<file path="src/rtl/btn_event_decoder.sv">
// Button event decoder: turns a debounced button level into SHORT/LONG/DOUBLE pulses.
// Optional auto-repeat while held after a long press is enabled by defining BTN_EVT_REPEAT_EN.
module btn_event_decoder #(
    parameter int LONG_TICKS = 100,
    parameter int DBL_TICKS  = 30,
    parameter int RPT_TICKS  = 10,
    parameter int CNT_W      = 8
) (
    input  logic CLK,
    input  logic RST,
    input  logic CE,
    input  logic BTN_I,
    output logic SHORT_O,
    output logic LONG_O,
    output logic DOUBLE_O,
    output logic REPEAT_O,
    output logic BUSY_O
);

    localparam int MAX_TICKS_C = (LONG_TICKS > DBL_TICKS)
                               ? ((LONG_TICKS > RPT_TICKS) ? LONG_TICKS : RPT_TICKS)
                               : ((DBL_TICKS > RPT_TICKS) ? DBL_TICKS : RPT_TICKS);

    // Refuse to elaborate with tick counts the timer cannot represent.
    if ((LONG_TICKS < 2) || (DBL_TICKS < 2) || (RPT_TICKS < 2) ||
        ((2 ** CNT_W) <= MAX_TICKS_C)) begin : g_param_err
        $error("btn_event_decoder: illegal tick parameters for CNT_W");
    end

    localparam logic [CNT_W-1:0] LONG_LAST_C = CNT_W'(LONG_TICKS - 1);
    localparam logic [CNT_W-1:0] DBL_LAST_C  = CNT_W'(DBL_TICKS - 1);

    typedef enum logic [2:0] {
        ST_IDLE    = 3'd0,
        ST_PRESS1  = 3'd1,
        ST_WAIT2   = 3'd2,
        ST_WAITREL = 3'd3,
        ST_HOLD    = 3'd4
    } state_t;

    state_t           state_q;
    logic [CNT_W-1:0] timer_q;
    logic             btn_q;
    logic             armed_q;
    logic             short_q;
    logic             long_q;
    logic             double_q;
    logic             busy_q;

    logic             rise_s;
    logic             fall_s;
    logic             long_exp_s;
    logic             dbl_exp_s;
    logic [CNT_W-1:0] timer_inc_s;

    // armed_q blocks a level that was already high across reset from looking like a press.
    assign rise_s      = BTN_I & ~btn_q & armed_q;
    assign fall_s      = ~BTN_I & btn_q;
    assign long_exp_s  = CE & (timer_q == LONG_LAST_C);
    assign dbl_exp_s   = CE & (timer_q == DBL_LAST_C);
    assign timer_inc_s = timer_q + {{(CNT_W-1){1'b0}}, 1'b1};

`ifdef BTN_EVT_REPEAT_EN
    localparam logic [CNT_W-1:0] RPT_LAST_C = CNT_W'(RPT_TICKS - 1);

    logic repeat_q;
    logic rpt_exp_s;

    assign rpt_exp_s = CE & (timer_q == RPT_LAST_C);
    assign REPEAT_O  = repeat_q;
`else
    logic timer_full_s;

    assign timer_full_s = &timer_q;
    assign REPEAT_O     = 1'b0;
`endif

    // Press classifier FSM with its timer, edge detector and registered event pulses.
    always_ff @(posedge CLK) begin
        if (RST) begin
            state_q  <= ST_IDLE;
            timer_q  <= {CNT_W{1'b0}};
            btn_q    <= 1'b0;
            armed_q  <= ~BTN_I;
            short_q  <= 1'b0;
            long_q   <= 1'b0;
            double_q <= 1'b0;
            busy_q   <= 1'b0;
`ifdef BTN_EVT_REPEAT_EN
            repeat_q <= 1'b0;
`endif
        end else begin
            btn_q    <= BTN_I;
            armed_q  <= armed_q | ~BTN_I;
            short_q  <= 1'b0;
            long_q   <= 1'b0;
            double_q <= 1'b0;
`ifdef BTN_EVT_REPEAT_EN
            repeat_q <= 1'b0;
`endif
            case (state_q)
                ST_IDLE: begin
                    // Timer is parked at zero while idle; nothing here is timed.
                    timer_q <= {CNT_W{1'b0}};
                    if (rise_s) begin
                        state_q <= ST_PRESS1;
                        busy_q  <= 1'b1;
                    end else begin
                        busy_q  <= 1'b0;
                    end
                end
                ST_PRESS1: begin
                    if (fall_s) begin
                        state_q <= ST_WAIT2;
                        timer_q <= {CNT_W{1'b0}};
                    end else if (long_exp_s) begin
                        state_q <= ST_HOLD;
                        timer_q <= {CNT_W{1'b0}};
                        long_q  <= 1'b1;
                    end else if (CE) begin
                        timer_q <= timer_inc_s;
                    end else begin
                        timer_q <= timer_q;
                    end
                end
                ST_WAIT2: begin
                    if (rise_s) begin
                        state_q  <= ST_WAITREL;
                        timer_q  <= {CNT_W{1'b0}};
                        double_q <= 1'b1;
                    end else if (dbl_exp_s) begin
                        state_q  <= ST_IDLE;
                        timer_q  <= {CNT_W{1'b0}};
                        busy_q   <= 1'b0;
                        short_q  <= 1'b1;
                    end else if (CE) begin
                        timer_q  <= timer_inc_s;
                    end else begin
                        timer_q  <= timer_q;
                    end
                end
                ST_WAITREL: begin
                    timer_q <= {CNT_W{1'b0}};
                    if (!BTN_I) begin
                        state_q <= ST_IDLE;
                        busy_q  <= 1'b0;
                    end else begin
                        state_q <= ST_WAITREL;
                    end
                end
                ST_HOLD: begin
                    if (!BTN_I) begin
                        state_q <= ST_IDLE;
                        timer_q <= {CNT_W{1'b0}};
                        busy_q  <= 1'b0;
`ifdef BTN_EVT_REPEAT_EN
                    end else if (rpt_exp_s) begin
                        timer_q  <= {CNT_W{1'b0}};
                        repeat_q <= 1'b1;
                    end else if (CE) begin
                        timer_q  <= timer_inc_s;
`else
                    end else if (CE && !timer_full_s) begin
                        timer_q <= timer_inc_s;
`endif
                    end else begin
                        timer_q <= timer_q;
                    end
                end
                default: begin
                    state_q <= ST_IDLE;
                    timer_q <= {CNT_W{1'b0}};
                    busy_q  <= 1'b0;
                end
            endcase
        end
    end

    assign SHORT_O  = short_q;
    assign LONG_O   = long_q;
    assign DOUBLE_O = double_q;
    assign BUSY_O   = busy_q;

endmodule

</file>
<file path="config.mk">
export PLATFORM = sky130hd
export DESIGN_NAME = btn_event_decoder
export DESIGN_NICKNAME = d
export VERILOG_FILES = /design/src/rtl/btn_event_decoder.sv
export SDC_FILE = /design/constraint.sdc
export NUM_CORES = 1
export LEC_CHECK = 0
export ABC_AREA = 0
export BUFFER_PORTS_ARGS = -buffer_cell sky130_fd_sc_hd__clkbuf_2
export CAP_MARGIN = 10
export CORE_MARGIN = 2
export CORE_UTILIZATION = 60
export CTS_CLUSTER_DIAMETER = 150
export DETAILED_ROUTE_END_ITERATION = 12
export GPL_TIMING_DRIVEN = 0
export PLACE_DENSITY = 0.76
export SLEW_MARGIN = 20
export SYNTH_ARGS = -nofsm -noshare
export SYNTH_HDL_FRONTEND = slang
export SYNTH_SLANG_ARGS = --single-unit
</file>
<file path="constraint.sdc">
create_clock -name CLK -period 5.3 [get_ports CLK]
set_input_delay 0.265 -clock CLK [delete_from_list [all_inputs] [get_ports CLK]]
set_output_delay 0.265 -clock CLK [all_outputs]
set_load 0.01 [all_outputs]
</file>
==> results.cfg <==
[pwr]
powerDensity_nw_per_um2 = 303
cellLeakagePower_uw = 0.000419
report.power.total_uw = 346
vdd.ir_drop.worst_mv = 0.196

[timing]
report.final.setup_viol = 0
grt_setup_unrepaired = false
max_clock_freq_mhz = 411
drv_slew = 0
report.final.hold_viol_count = 0
fin_crit_sh = 0.460
fin_tns_setup_ns = 0
worst_clk_skew_ns = 0.00301
final.min_clock_period_ns = 2.44

[logic_synthesis]
number_of_standard_cells_after_synthesis = 140
synth_top_family_by_area = simple AND/OR/NAND/NOR gates
yosys_register_bits = 17
ys_warn_count = 0
synth-main-ff-cell = dfxtp_1
synth_cell_types = 42
post_synthesis_share_of_cell_area_spent_on_xor_and_xnor_gates = 0.00825
synth_async_sr_flop_share = 0
share_of_synthesized_area_spent_on_multiplexers = 0
synth-edff-count = 0
synth_adder_area_share = 0.0236
postSynthNetCount = 146
synth-compound-area-share = 0.274
syn_avg_cell_area_sq_um = 7.58
synth_simple_gate_area_share = 0.298
mapped_area_sq_um = 1060
synth_seq_area_share = 0.321

[routing]
number_of_optimization_iterations_in_the_first_detailed_route_pass = 4
vias = 1068
number_of_design_rule_violations_left_by_the_first_detailed_router_iteration = 40
detail-route-antenna-nets = 0
remaining_drc_errors = 0
detail_route.vias_per_cell = 6.40
routed_wirelength_microns = 2270
wl_per_cell_microns = 13.6

[cts]
clock_sinks = 17
tritoncts_clock_tree = done
ctsResizeCount = 0
postCtsHoldBufs = 0
cts.htree.levels = 1
ctsRootBufferMaster = clkbuf_4
clock_path_buffers = 2
clk_transition_reported_paths_ns = 0.09
worstSkewPairLatency_ns = 0.29
post-cts-setup-buffer-count = 0
tritoncts.num_buffers = 3

[floorplanning]
die_width_microns = 46.1
io_count = 9
rows = 15
design.core.area_sq_um = 1690
floorplan.die_area_sq_um = 2120
chipHeight_microns = 46.1
start_util = 0.628

[cells_and_area]
finalNetCount = 157
area_growth_syn_to_layout_pct = 7.43
layout.cells.most_common_list = 17 x dfxtp_1, 14 x o21ai_0, 12 x nor2_1
fraction_of_final_layout_cells_with_drive_strength_greater_than_1 = 0.153
multi_input_comb_area_sq_um = 644
layout.core_utilization = 0.675
num_antenna_cells = 0
nFillCells = 148
layout.area.seq_sq_um = 340
layout_commonest_cell = dfxtp_1

[setup_path]
end_kind = flip-flop
worst-endpoint-required_ns = 5.53
critical_path.startpoint_type = flip-flop
worst_ep_arrival_time_ns = 2.67
path_class = reg -> reg
highest_net_fanout_along_the_worst_path = 10

[min_path]
hold_path_class = in -> reg

[outcome]
status = finished clean

[job]
timing.max_cap.violations = 0

[grt]
first_pass_grt_wire_length_microns = 3750
global_route.usage.total = 0.250
grt_start_max_net_pins = 11
first_global_vias = 868
grt.overflow.total = 0
grt_antenna_before_repair = 0

[placed_design]
post-dp-hpwl_microns = 1640
gpl.final_weighted_congestion = 0.896
port_buffers = 6
-- power breakdown --
group	switching, uW	total, uW	leakage (uW)	internal (uW)
Combinational	86.5	137	0.000264	51.0
Sequential	4.05	140	0.000138	136
Clock	40.6	68.7	0.0000177	28.1
Total	131	346	0.000419	215
-- area by class of cell --
class                   count  area share
clock inverters             1     0.00439
inverters                   5      0.0165
plain buffers              10      0.0505
repair buffers              6      0.0263
well taps                  17      0.0187
clock buffers               3      0.0198
multi-input cells         108       0.565
flip-flops and latches     17       0.299
-- path summary, 6_finish.rpt --
| kind | slack, ns | cells after the start | from | to |
|---|---|---|---|---|
| min | 0.29 | 2 | BTN_I | armed_q |
| max reg2reg | 2.86 | 8 | timer_q[0] | state_q[0] |
| min reg2reg | 0.49 | 2 | armed_q | armed_q |
| max | 2.86 | 8 | timer_q[0] | state_q[0] |
-- Yosys cell counts, types with 2 or more instances --
master	number	area, sq um
or2_2	2	12.5
nor3_1	6	30.0
nand2_1	11	41.3
a31oi_1	8	50.1
nor2b_1	4	25.0
clkbuf_1	3	11.3
a211oi_1	2	15.0
nand3_1	6	30.0
inv_1	5	18.8
buf_4	2	15.0
buf_2	4	20.0
or3b_1	2	17.5
and3_1	2	12.5
a21oi_1	8	40.0
o21ai_1	4	20.0
ha_1	2	25.0
nor2_1	12	45.0
o21ai_0	14	70.1
nand4_1	3	18.8
or4_1	2	15.0
dfxtp_1	17	340
-- flip-flops by register name, summed over array words and instances (netlist names) --
register  count
SHORT_O       1
DOUBLE_O      1
armed_q       1
btn_q         1
state_q       3
timer_q       8
BUSY_O        1
LONG_O        1
-- critical path: stages, from the launching register on --
cell and delay [ns]:
dfxtp_1 0.48, ha_1 0.30, nor4b_1 0.31, nand4_1 0.22, a31oi_1 0.29, buf_4 0.24, nand2_1 0.10, a2111o_1 0.30
a21oi_1 0.14
-- per-stage QoR --
step | setup WS (ns) | hold slack (ns) | std cells | cell area, sq um
final | 2.86 | 0.287 | 167 | 1140
after global routing | 2.70 | 0.291 | 167 | 1140
after CTS | 2.93 | 0.279 | 167 | 1140
after detailed placement | 2.97 | 0.469 | 163 | 1110
after global placement | 3.01 | 0.462 | 163 | 1110
after floorplan | 3.38 | 0.435 | 140 | 1060
-- logic make-up after synthesis --
group / count (synthesis)
other: 1
XOR/XNOR: 1
buffers and inverters: 15
adder cells (fa/ha/maj): 2
AND/OR/NAND/NOR: 59
AO/OA/AOI/OAI: 45
flip-flops: 17
-- per-layer routing --
metal | up-vias | global-route usage | part of all wire
met5 | - | 0 | 0
met4 | 0 | 0.126 | 0.019
met3 | 5 | 0.0471 | 0.095
met2 | 56 | 0.350 | 0.43
met1 | 474 | 0.361 | 0.45
li1 | 533 | - | -
(Power assumes the default switching activity.)
